==> config.mk <==
export PLATFORM = sky130hd
export DESIGN_NAME = esp32_spi_rx
export DESIGN_NICKNAME = d
export VERILOG_FILES = /design/src/rtl/esp32_spi_pkg.sv /design/src/rtl/esp32_spi_fifo.sv /design/src/rtl/esp32_spi_rx.sv
export SDC_FILE = /design/constraint.sdc
export NUM_CORES = 1
export LEC_CHECK = 0
export CORE_MARGIN = 2
export CORE_UTILIZATION = 52
export DETAILED_ROUTE_END_ITERATION = 8
export PLACE_DENSITY = 0.76
export SLEW_MARGIN = 10
export SYNTH_ARGS = -nofsm -noshare
export SYNTH_HDL_FRONTEND = slang
export SYNTH_HIERARCHICAL = 1
export SYNTH_SLANG_ARGS = --single-unit
==> constraint.sdc <==
create_clock -name clk_25MHz -period 2.3 [get_ports clk_25MHz]
set_input_delay 0.575 -clock clk_25MHz [delete_from_list [all_inputs] [get_ports clk_25MHz]]
set_output_delay 0.575 -clock clk_25MHz [all_outputs]
set_load 0.03 [all_outputs]
==> src/rtl/esp32_spi_pkg.sv <==
// Shared constants and the FIFO entry layout for the ESP32 OLED SPI receiver.
package esp32_spi_pkg;

    localparam int ENTRY_W      = 10;
    localparam int BITCNT_W     = 3;
    localparam int SCK_HALF_MIN = 4;

    typedef struct packed {
        logic       first;
        logic       dc;
        logic [7:0] data;
    } rx_entry_t;

endpackage

==> src/rtl/esp32_spi_fifo.sv <==
// Generic first-word-fall-through FIFO; the head entry is presented whenever not empty.
module esp32_spi_fifo #(
    parameter int WIDTH = 8,
    parameter int DEPTH = 4
) (
    input  logic             clk,
    input  logic             rst_n,
    input  logic             push,
    input  logic [WIDTH-1:0] push_data,
    input  logic             pop,
    output logic [WIDTH-1:0] pop_data,
    output logic             full,
    output logic             empty
);

    localparam int AW = $clog2(DEPTH);
    localparam logic [AW:0] PTR_ONE = {{AW{1'b0}}, 1'b1};

    logic [WIDTH-1:0] mem [DEPTH];
    logic [AW:0]      wr_ptr_reg;
    logic [AW:0]      rd_ptr_reg;
    logic             do_push;
    logic             do_pop;

    assign empty   = (wr_ptr_reg == rd_ptr_reg);
    assign full    = (wr_ptr_reg[AW] != rd_ptr_reg[AW]) &&
                     (wr_ptr_reg[AW-1:0] == rd_ptr_reg[AW-1:0]);
    assign do_pop  = pop & ~empty;
    // A pop frees the slot in the same cycle, so a push into a full FIFO still lands.
    assign do_push = push & (~full | do_pop);

    always_ff @(posedge clk or negedge rst_n) begin
        if (!rst_n) begin
            wr_ptr_reg <= '0;
            rd_ptr_reg <= '0;
        end else begin
            if (do_push) wr_ptr_reg <= wr_ptr_reg + PTR_ONE;
            if (do_pop)  rd_ptr_reg <= rd_ptr_reg + PTR_ONE;
        end
    end

    always_ff @(posedge clk) begin
        if (do_push) mem[wr_ptr_reg[AW-1:0]] <= push_data;
    end

    assign pop_data = empty ? '0 : mem[rd_ptr_reg[AW-1:0]];

endmodule

==> src/rtl/esp32_spi_rx.sv <==
// Oversampling SPI slave: turns the ESP32 OLED pin traffic into a tagged byte stream
// and shifts the button byte back out on MISO.
module esp32_spi_rx
    import esp32_spi_pkg::*;
#(
    parameter int FIFO_DEPTH  = 4,
    parameter int SYNC_STAGES = 2
) (
    input  logic       clk_25MHz,
    input  logic       rst_n,
    input  logic       spi_csn,
    input  logic       spi_clk,
    input  logic       spi_mosi,
    input  logic       spi_dc,
    input  logic [6:0] btn,
    output logic       spi_miso,
    output logic       spi_miso_oe,
    output logic [7:0] out_data,
    output logic       out_dc,
    output logic       out_first,
    output logic       out_valid,
    input  logic       out_ready,
    output logic       overflow,
    output logic       frame_active
);

    localparam int IN_W = 11;
    // CSn idles high so a reset never looks like the start of a frame.
    localparam logic [IN_W-1:0] SYNC_RST = 11'h400;
    localparam logic [BITCNT_W-1:0] BIT_ONE = {{(BITCNT_W-1){1'b0}}, 1'b1};

    logic [1:0]                        rst_sync_reg;
    logic                              rst_int_n;
    logic [SYNC_STAGES-1:0][IN_W-1:0]  sync_reg;
    logic [IN_W-1:0]                   pins;
    logic [IN_W-1:0]                   pins_s;
    logic                              csn_s, clk_s, mosi_s, dc_s;
    logic [6:0]                        btn_s;
    logic                              csn_prev_reg, clk_prev_reg;
    logic                              csn_fall, csn_rise, sck_rise;

    logic [BITCNT_W-1:0]               bitcnt_reg;
    logic [6:0]                        shift_reg;
    logic                              first_reg;
    logic                              push_reg;
    rx_entry_t                         entry_reg;
    logic [7:0]                        miso_sr_reg;
    logic                              overflow_reg;

    rx_entry_t                         head;
    logic                              fifo_full;
    logic                              fifo_empty;

    always_ff @(posedge clk_25MHz or negedge rst_n) begin
        if (!rst_n) rst_sync_reg <= '0;
        else        rst_sync_reg <= {rst_sync_reg[0], 1'b1};
    end
    assign rst_int_n = rst_sync_reg[1];

    assign pins = {spi_csn, spi_clk, spi_mosi, spi_dc, btn};

    always_ff @(posedge clk_25MHz or negedge rst_int_n) begin
        if (!rst_int_n) begin
            sync_reg     <= {SYNC_STAGES{SYNC_RST}};
            csn_prev_reg <= 1'b1;
            clk_prev_reg <= 1'b0;
        end else begin
            sync_reg     <= {sync_reg[SYNC_STAGES-2:0], pins};
            csn_prev_reg <= csn_s;
            clk_prev_reg <= clk_s;
        end
    end

    assign pins_s = sync_reg[SYNC_STAGES-1];
    assign csn_s  = pins_s[10];
    assign clk_s  = pins_s[9];
    assign mosi_s = pins_s[8];
    assign dc_s   = pins_s[7];
    assign btn_s  = pins_s[6:0];

    assign csn_fall = ~csn_s & csn_prev_reg;
    assign csn_rise = csn_s & ~csn_prev_reg;
    // Gating on csn_s low also makes a coincident CSn rise win over the SCK rise.
    assign sck_rise = clk_s & ~clk_prev_reg & ~csn_s;

    always_ff @(posedge clk_25MHz or negedge rst_int_n) begin
        if (!rst_int_n) begin
            bitcnt_reg  <= '0;
            shift_reg   <= '0;
            first_reg   <= 1'b0;
            push_reg    <= 1'b0;
            entry_reg   <= '0;
            miso_sr_reg <= '0;
        end else begin
            push_reg <= 1'b0;
            if (csn_fall) begin
                bitcnt_reg  <= '0;
                first_reg   <= 1'b1;
                miso_sr_reg <= {1'b0, btn_s};
            end else if (csn_rise) begin
                bitcnt_reg <= '0;
            end else if (sck_rise) begin
                shift_reg   <= {shift_reg[5:0], mosi_s};
                bitcnt_reg  <= bitcnt_reg + BIT_ONE;
                miso_sr_reg <= {miso_sr_reg[6:0], 1'b0};
                if (bitcnt_reg == '1) begin
                    push_reg  <= 1'b1;
                    entry_reg <= {first_reg, dc_s, shift_reg, mosi_s};
                    first_reg <= 1'b0;
                end
            end
        end
    end

    // The FIFO is full only if non-empty, so a stalled consumer means the byte is lost.
    always_ff @(posedge clk_25MHz or negedge rst_int_n) begin
        if (!rst_int_n)                               overflow_reg <= 1'b0;
        else if (push_reg && fifo_full && !out_ready) overflow_reg <= 1'b1;
    end

    esp32_spi_fifo #(
        .WIDTH (ENTRY_W),
        .DEPTH (FIFO_DEPTH)
    ) u_fifo (
        .clk       (clk_25MHz),
        .rst_n     (rst_int_n),
        .push      (push_reg),
        .push_data (entry_reg),
        .pop       (out_ready),
        .pop_data  (head),
        .full      (fifo_full),
        .empty     (fifo_empty)
    );

    assign out_data     = head.data;
    assign out_dc       = head.dc;
    assign out_first    = head.first;
    assign out_valid    = ~fifo_empty;
    assign overflow     = overflow_reg;
    assign spi_miso     = miso_sr_reg[7];
    assign spi_miso_oe  = ~csn_s;
    assign frame_active = ~csn_s;

endmodule

=== Word level (Yosys, flattened, before mapping) ===
Memories as Yosys holds them, arrays and structs flattened.
Index checks and enable logic that the tools add are counted.

* Register bits after elaboration: 63
* RAM bits: 40
* Input port bits: 14
* Output and inout port bits: 15
* Word-level logic and storage cells: 67
* Memories kept: 1

* Add/sub/neg operators: 3
* Eq/ne operators: 5
* Multiplexer cells: 17
* Bitwise gates (word level): 14
* Reductions and logical operators: 11

{| class="wikitable"
|+ Memory list
! name !! words !! width !! read ports !! clocked after Yosys merged registers in !! write ports !! RTL line !! RTL
|-
| u_fifo.mem || 4 || 10 || 1 || 0 || 1 || esp32_spi_fifo.sv:19 || <nowiki>logic [WIDTH-1:0] mem [DEPTH];</nowiki>
|}

{| class="wikitable"
|+ Operators by type and width
! operator !! number
|-
| 8-bit 2-to-1 mux || 3
|-
| 1-bit 2-to-1 mux || 10
|-
| 10-bit 2-to-1 mux || 1
|-
| 3-bit by 1-bit adder with 3-bit output, second input constant || 3
|-
| 3-bit 2-to-1 mux || 3
|-
| 1-bit inverter || 7
|-
| 1-bit AND || 6
|-
| 3-bit AND reduction || 2
|-
| 4-bit AND reduction || 1
|-
| 2-bit nonzero test || 2
|-
| 3-bit == test || 1
|-
| 3-bit == test, second input constant || 1
|-
| 1-bit logical AND || 3
|-
| 3-bit nonzero test || 1
|-
| 2-bit == test || 1
|-
| 2-bit inequality test, second input constant || 1
|-
| 2-bit AND reduction || 1
|-
| 1-bit logical NOT || 1
|-
| 1-bit inequality test || 1
|-
| 1-bit bitwise OR || 1
|}

=== Depth between registers and ports, before layout ===
* Depth after elaboration: 7
* Depth in mapped cells: 5
* Depth with buffers taken out: 5

=== Hierarchy ===
The synthesis kept the hierarchy.

{| class="wikitable"
|+ Modules (own cells, without submodules)
! module !! times used !! cells an instance !! area an instance (um^2)
|-
| esp32_spi_rx || 1 || 121 || 2034.5
|-
| esp32_spi_fifo || 1 || 98 || 1931.9
|}

=== Worst setup path before layout ===
OpenSTA, ideal clock, no wires.

* Path type: reg2out
* From: reg u_fifo.rd_ptr_reg[0]
* To: out out_data[0]
* Arrival: 1.470 ns
* Required time: 1.725 ns
* Slack: 0.255 ns
* Cell stages (with the launch flop): 5
* Path buffers: 1
* Cell sequence: dfrtp_1 -> xor2_2 -> nor3_1 -> buf_2 -> nor2b_1

* Word-level cells in the longest chain between the ends: 2

{| class="wikitable"
|+ Ends and longest elaborated chain
! item !! RTL line !! RTL
|-
| from (decl) || esp32_spi_fifo.sv:21 || <nowiki>logic [AW:0] rd_ptr_reg;</nowiki>
|-
| from (signal assigned) || esp32_spi_fifo.sv:38 || <nowiki>if (do_pop) rd_ptr_reg <= rd_ptr_reg + PTR_ONE;</nowiki>
|-
| 3-bit == test || esp32_spi_fifo.sv:25 || <nowiki>assign empty = (wr_ptr_reg == rd_ptr_reg);</nowiki>
|-
| named net fifo_empty || esp32_spi_rx.sv:52 || <nowiki>logic fifo_empty;</nowiki>
|-
| 10-bit 2-to-1 mux || esp32_spi_fifo.sv:46 || <nowiki>assign pop_data = empty ? '0 : mem[rd_ptr_reg[AW-1:0]];</nowiki>
|-
| to (decl) || esp32_spi_rx.sv:18 || <nowiki>output logic [7:0] out_data,</nowiki>
|}

The timed path passes the listed nets, and every way through them passes these cells.

=== Final worst setup path ===
* From: reg u_fifo.rd_ptr_reg[0]
* To: out out_data[2]

* Word-level cells in the longest chain between the ends: 2

{| class="wikitable"
|+ Ends and longest elaborated chain
! item !! RTL line
|-
| memory read 4 x 10 bit or 3-bit == test (tied branches) || --
|-
| 10-bit 2-to-1 mux (*) || esp32_spi_fifo.sv:46
|}

Every way passes the cells marked *; elsewhere a longest branch is shown, timed or not.

==> qor.csv <==
stage,metric,value,unit
routing,DR pass1 iterations,4,
finish,NumNets Final,301,
pwr,Sw Pwr,1370,µW
placed_design,post-place setup slack,-0.0768,ns
sta,FMAX,421,MHz
setup_path,Worst Reg-to-Reg Cells,5,
clock_network,H-Tree Depth,3,
routing,Avg Vias per Cell,5.18,
clock_network,deepest clock path buffer count,2,
pwr,worst vdd ir,0.569,mV
global_route,vias in the first global route,2069,
sta,Hold Slack,0.328,ns
sta,final worst-path cycle share,1.03,
setup_path,CP Launch Type,register,
global_route,antenna violations before repair,0,
placed_design,PortBufs,28,
pwr,power share of the clock group,0.223,
clock_network,clk sink count,103,
run_status,failing checks,setup timing,
global_route,pin count of the biggest net entering global routing,34,
die,Starting Density,0.541,
pwr,Combinational Power Share,0.304,
logic_synthesis,yosys warns,6,
routing,residual DRC count,0,
sta,min Tclk post-route,2.37,ns
setup_path,worst-path maximum fanout,6,
logic_synthesis,"EDFF count, synth",40,
pwr,Static Leak,0.00206,µW
setup_path,worst reg2reg setup slack,0.12,ns
global_route,grt total ovfl,0,
pwr,Cell Pwr Density,976,mW/mm²
pwr,switching power share of the total,0.295,
min_path,Hold Crit Class,register to asynchronous set/reset pin,
logic_synthesis,Syn Inst Count,219,
sta,Worst-Margin Slew,0.706,ns
clock_network,Worst-path clk slew,0.10,ns
logic_synthesis,Post-Syn Nets,243,
setup_path,crit path DAT,1.80,ns
clock_network,clk_lat worst skew,0.36,ns
finish,max reg flops,40,
finish,# fillers,515,
sta,"Hold Vio Cnt, Final",0,
routing,Vias,1973,
routing,Detailed Route WL,5.95,mm
logic_synthesis,Mapped Area,0.00397,mm²
setup_path,Critical R2R Capture,u_fifo/mem[0][2],
routing,"antenna viol nets, final",0,
job,Max-cap violations,0,
clock_network,root buf cell,clkbuf_8,
die,DIE WIDTH,91.3,µm
clock_network,CTS tree,built,
global_route,global router's overall resource usage,0.161,
finish,ANT cells,0,
routing,Avg WL per Cell,15.6,µm
logic_synthesis,Post-synth top flop,dfrtp_1,
logic_synthesis,post-synthesis sequential area ratio,0.701,
die,Die ar.,0.00834,mm²
routing,DRT iter0 DRCs,94,
pwr,sequential share of power,0.474,
sta,post-layout worst setup margin,-0.0745,ns
pwr,Pint,3290,µW
sta,clock skew,0.0113,ns
die,number of placement rows,31,
clock_network,Hold Buf Count CTS,0,
logic_synthesis,"Distinct cells, synth",35,
sta,slew margin rel.,0.529,
setup_path,worst r2r src,u_fifo/rd_ptr_reg[0],
setup_path,critical path class,register to primary output,
die,die height,91.3,µm
logic_synthesis,share of flip-flops with an asynchronous set or reset,0.612,
run_status,status,"finished, violations left",
sta,unrepaired setup endpoints after global routing,true,
sta,Setup Viol. Count Final,11,
placed_design,Final GP Congestion,0.695,
logic_synthesis,synthesized flop and latch total,103,
setup_path,CP endpoint kind,primary output,
die,core area,0.00733,mm²
finish,share of cells above drive strength 1,0.394,
die,count of boundary I/O pins,29,
setup_path,Worst Path Required,1.73,ns
clock_network,CTS buffer count,9,
finish,Area Growth Syn to Fin,20.3,%
logic_synthesis,mean post-synth cell area,18.1,µm²
sta,Final Max Tran Viols,0,
placed_design,dpl hpwl,3.89,mm
global_route,global-route wire length before repair,10.1,mm
## cell families after synthesis
family,count (synthesis),synth area share
adder cells (fa/ha/maj),10,0.0315
AO/OA/AOI/OAI,11,0.0271
multiplexers,43,0.150
buffers and inverters,12,0.0136
AND/OR/NAND/NOR,31,0.0536
XOR/XNOR,8,0.0215
flip-flops,103,0.701
other,1,0.000945
## layout by cell type (no fill, tap or decap), types with 3 or more instances in the layout
| cell type | synthesis | routed |
|---|---|---|
| mux2_2 | 31 | 31 |
| edfxtp_1 | 40 | 40 |
| nand2_1 | 3 | 3 |
| dfstp_2 | 3 | 3 |
| and3_1 | 5 | 5 |
| nor2b_1 | 12 | 10 |
| clkbuf_8 | 0 | 10 |
| buf_6 | 0 | 4 |
| clkdlybuf4s50_1 | 0 | 17 |
| dfrtp_1 | 60 | 58 |
| inv_6 | 0 | 3 |
| inv_1 | 7 | 7 |
| buf_4 | 2 | 28 |
| ha_1 | 10 | 10 |
| mux4_2 | 10 | 10 |
| xnor2_1 | 5 | 5 |
## what timing repair did
item	in CTS	in global routing
cloned	1	1
buffers inserted	1	5
setup endpoints to repair	11	11
endpoints found under the hold margin	0	0
pin swaps	1	1
resized for setup	70	10
## stage by stage
| step | util | total power (µW) | TNS [ns] | instance area (µm²) | instances |
|---|---|---|---|---|---|
| 4_1_cts | 0.635 | 4490 | -0.453 | 4650 | 375 |
| 2_1_floorplan | - | 2990 | 0 | 3970 | 219 |
| 3_5_place_dp | 0.611 | 3450 | -0.484 | 4480 | 357 |
| 5_1_grt | 0.651 | 4910 | -1.29 | 4770 | 381 |
| 3_3_place_gp | 0.611 | 3400 | -0.287 | 4480 | 357 |
| 6_report | 0.651 | 4660 | -0.560 | 4770 | 381 |
## worst max-delay path, cell delays in order (launching register included)
cell       delay [ns]
dfrtp_2          0.40
buf_4            0.12
clkbuf_16        0.14
mux4_2           0.48
nor2b_1          0.14
buf_4            0.16
## power by group through the flow
stage               registers, µW  clock network [µW]  logic (µW)
finish                       2210                1040        1410
global route                 2230                1160        1520
CTS                          2200                1060        1220
detailed placement           2240                   0        1210
global placement             2230                   0        1170
floorplan                    2250                   0         746
## final cells by class
class | count | area, µm² | share of cell area
Inverter | 7 | 26.3 | 0.00550
Sequential cell | 103 | 2780 | 0.583
Timing Repair Buffer | 52 | 490 | 0.103
Multi-Input combinational cell | 104 | 1170 | 0.245
Clock inverter | 5 | 38.8 | 0.00813
Tap cell | 99 | 124 | 0.0260
Clock buffer | 11 | 141 | 0.0296
## worst max-delay path by stage
stage                                     from  slack (ns)  depth (start not counted)     endpoint
after floorplan           u_fifo/rd_ptr_reg[0]        0.26                          4  out_data[0]
after global placement    u_fifo/rd_ptr_reg[0]       -0.04                          6  out_data[1]
after detailed placement  u_fifo/rd_ptr_reg[0]       -0.08                          6  out_data[1]
after CTS                 u_fifo/rd_ptr_reg[0]       -0.05                          6  out_data[1]
after global routing      u_fifo/rd_ptr_reg[0]       -0.15                          5  out_data[2]
final                     u_fifo/rd_ptr_reg[0]       -0.07                          5  out_data[2]
## routing by layer
metal  part of all wire  global-route usage
met2               0.51               0.260
met1               0.44               0.207
met5                  0                   0
met4              0.017              0.0682
met3              0.034              0.0440
## synth_stat cells, types with 2 or more instances
| cell | count | area [µm²] |
|---|---|---|
| inv_1 | 7 | 26.3 |
| dfrtp_1 | 60 | 1500 |
| mux4_2 | 10 | 225 |
| mux2_2 | 31 | 349 |
| and3_1 | 5 | 31.3 |
| a31o_2 | 2 | 17.5 |
| clkbuf_1 | 2 | 7.51 |
| o41ai_2 | 2 | 32.5 |
| xnor2_1 | 5 | 43.8 |
| dfstp_2 | 3 | 78.8 |
| edfxtp_1 | 40 | 1200 |
| nor3_1 | 3 | 15.0 |
| o2bb2ai_1 | 2 | 17.5 |
| xor2_2 | 2 | 32.5 |
| nand2_1 | 3 | 11.3 |
| buf_4 | 2 | 15.0 |
| nor2b_1 | 12 | 75.1 |
| mux2_1 | 2 | 22.5 |
| ha_1 | 10 | 125 |
(Power assumes the default switching activity.)
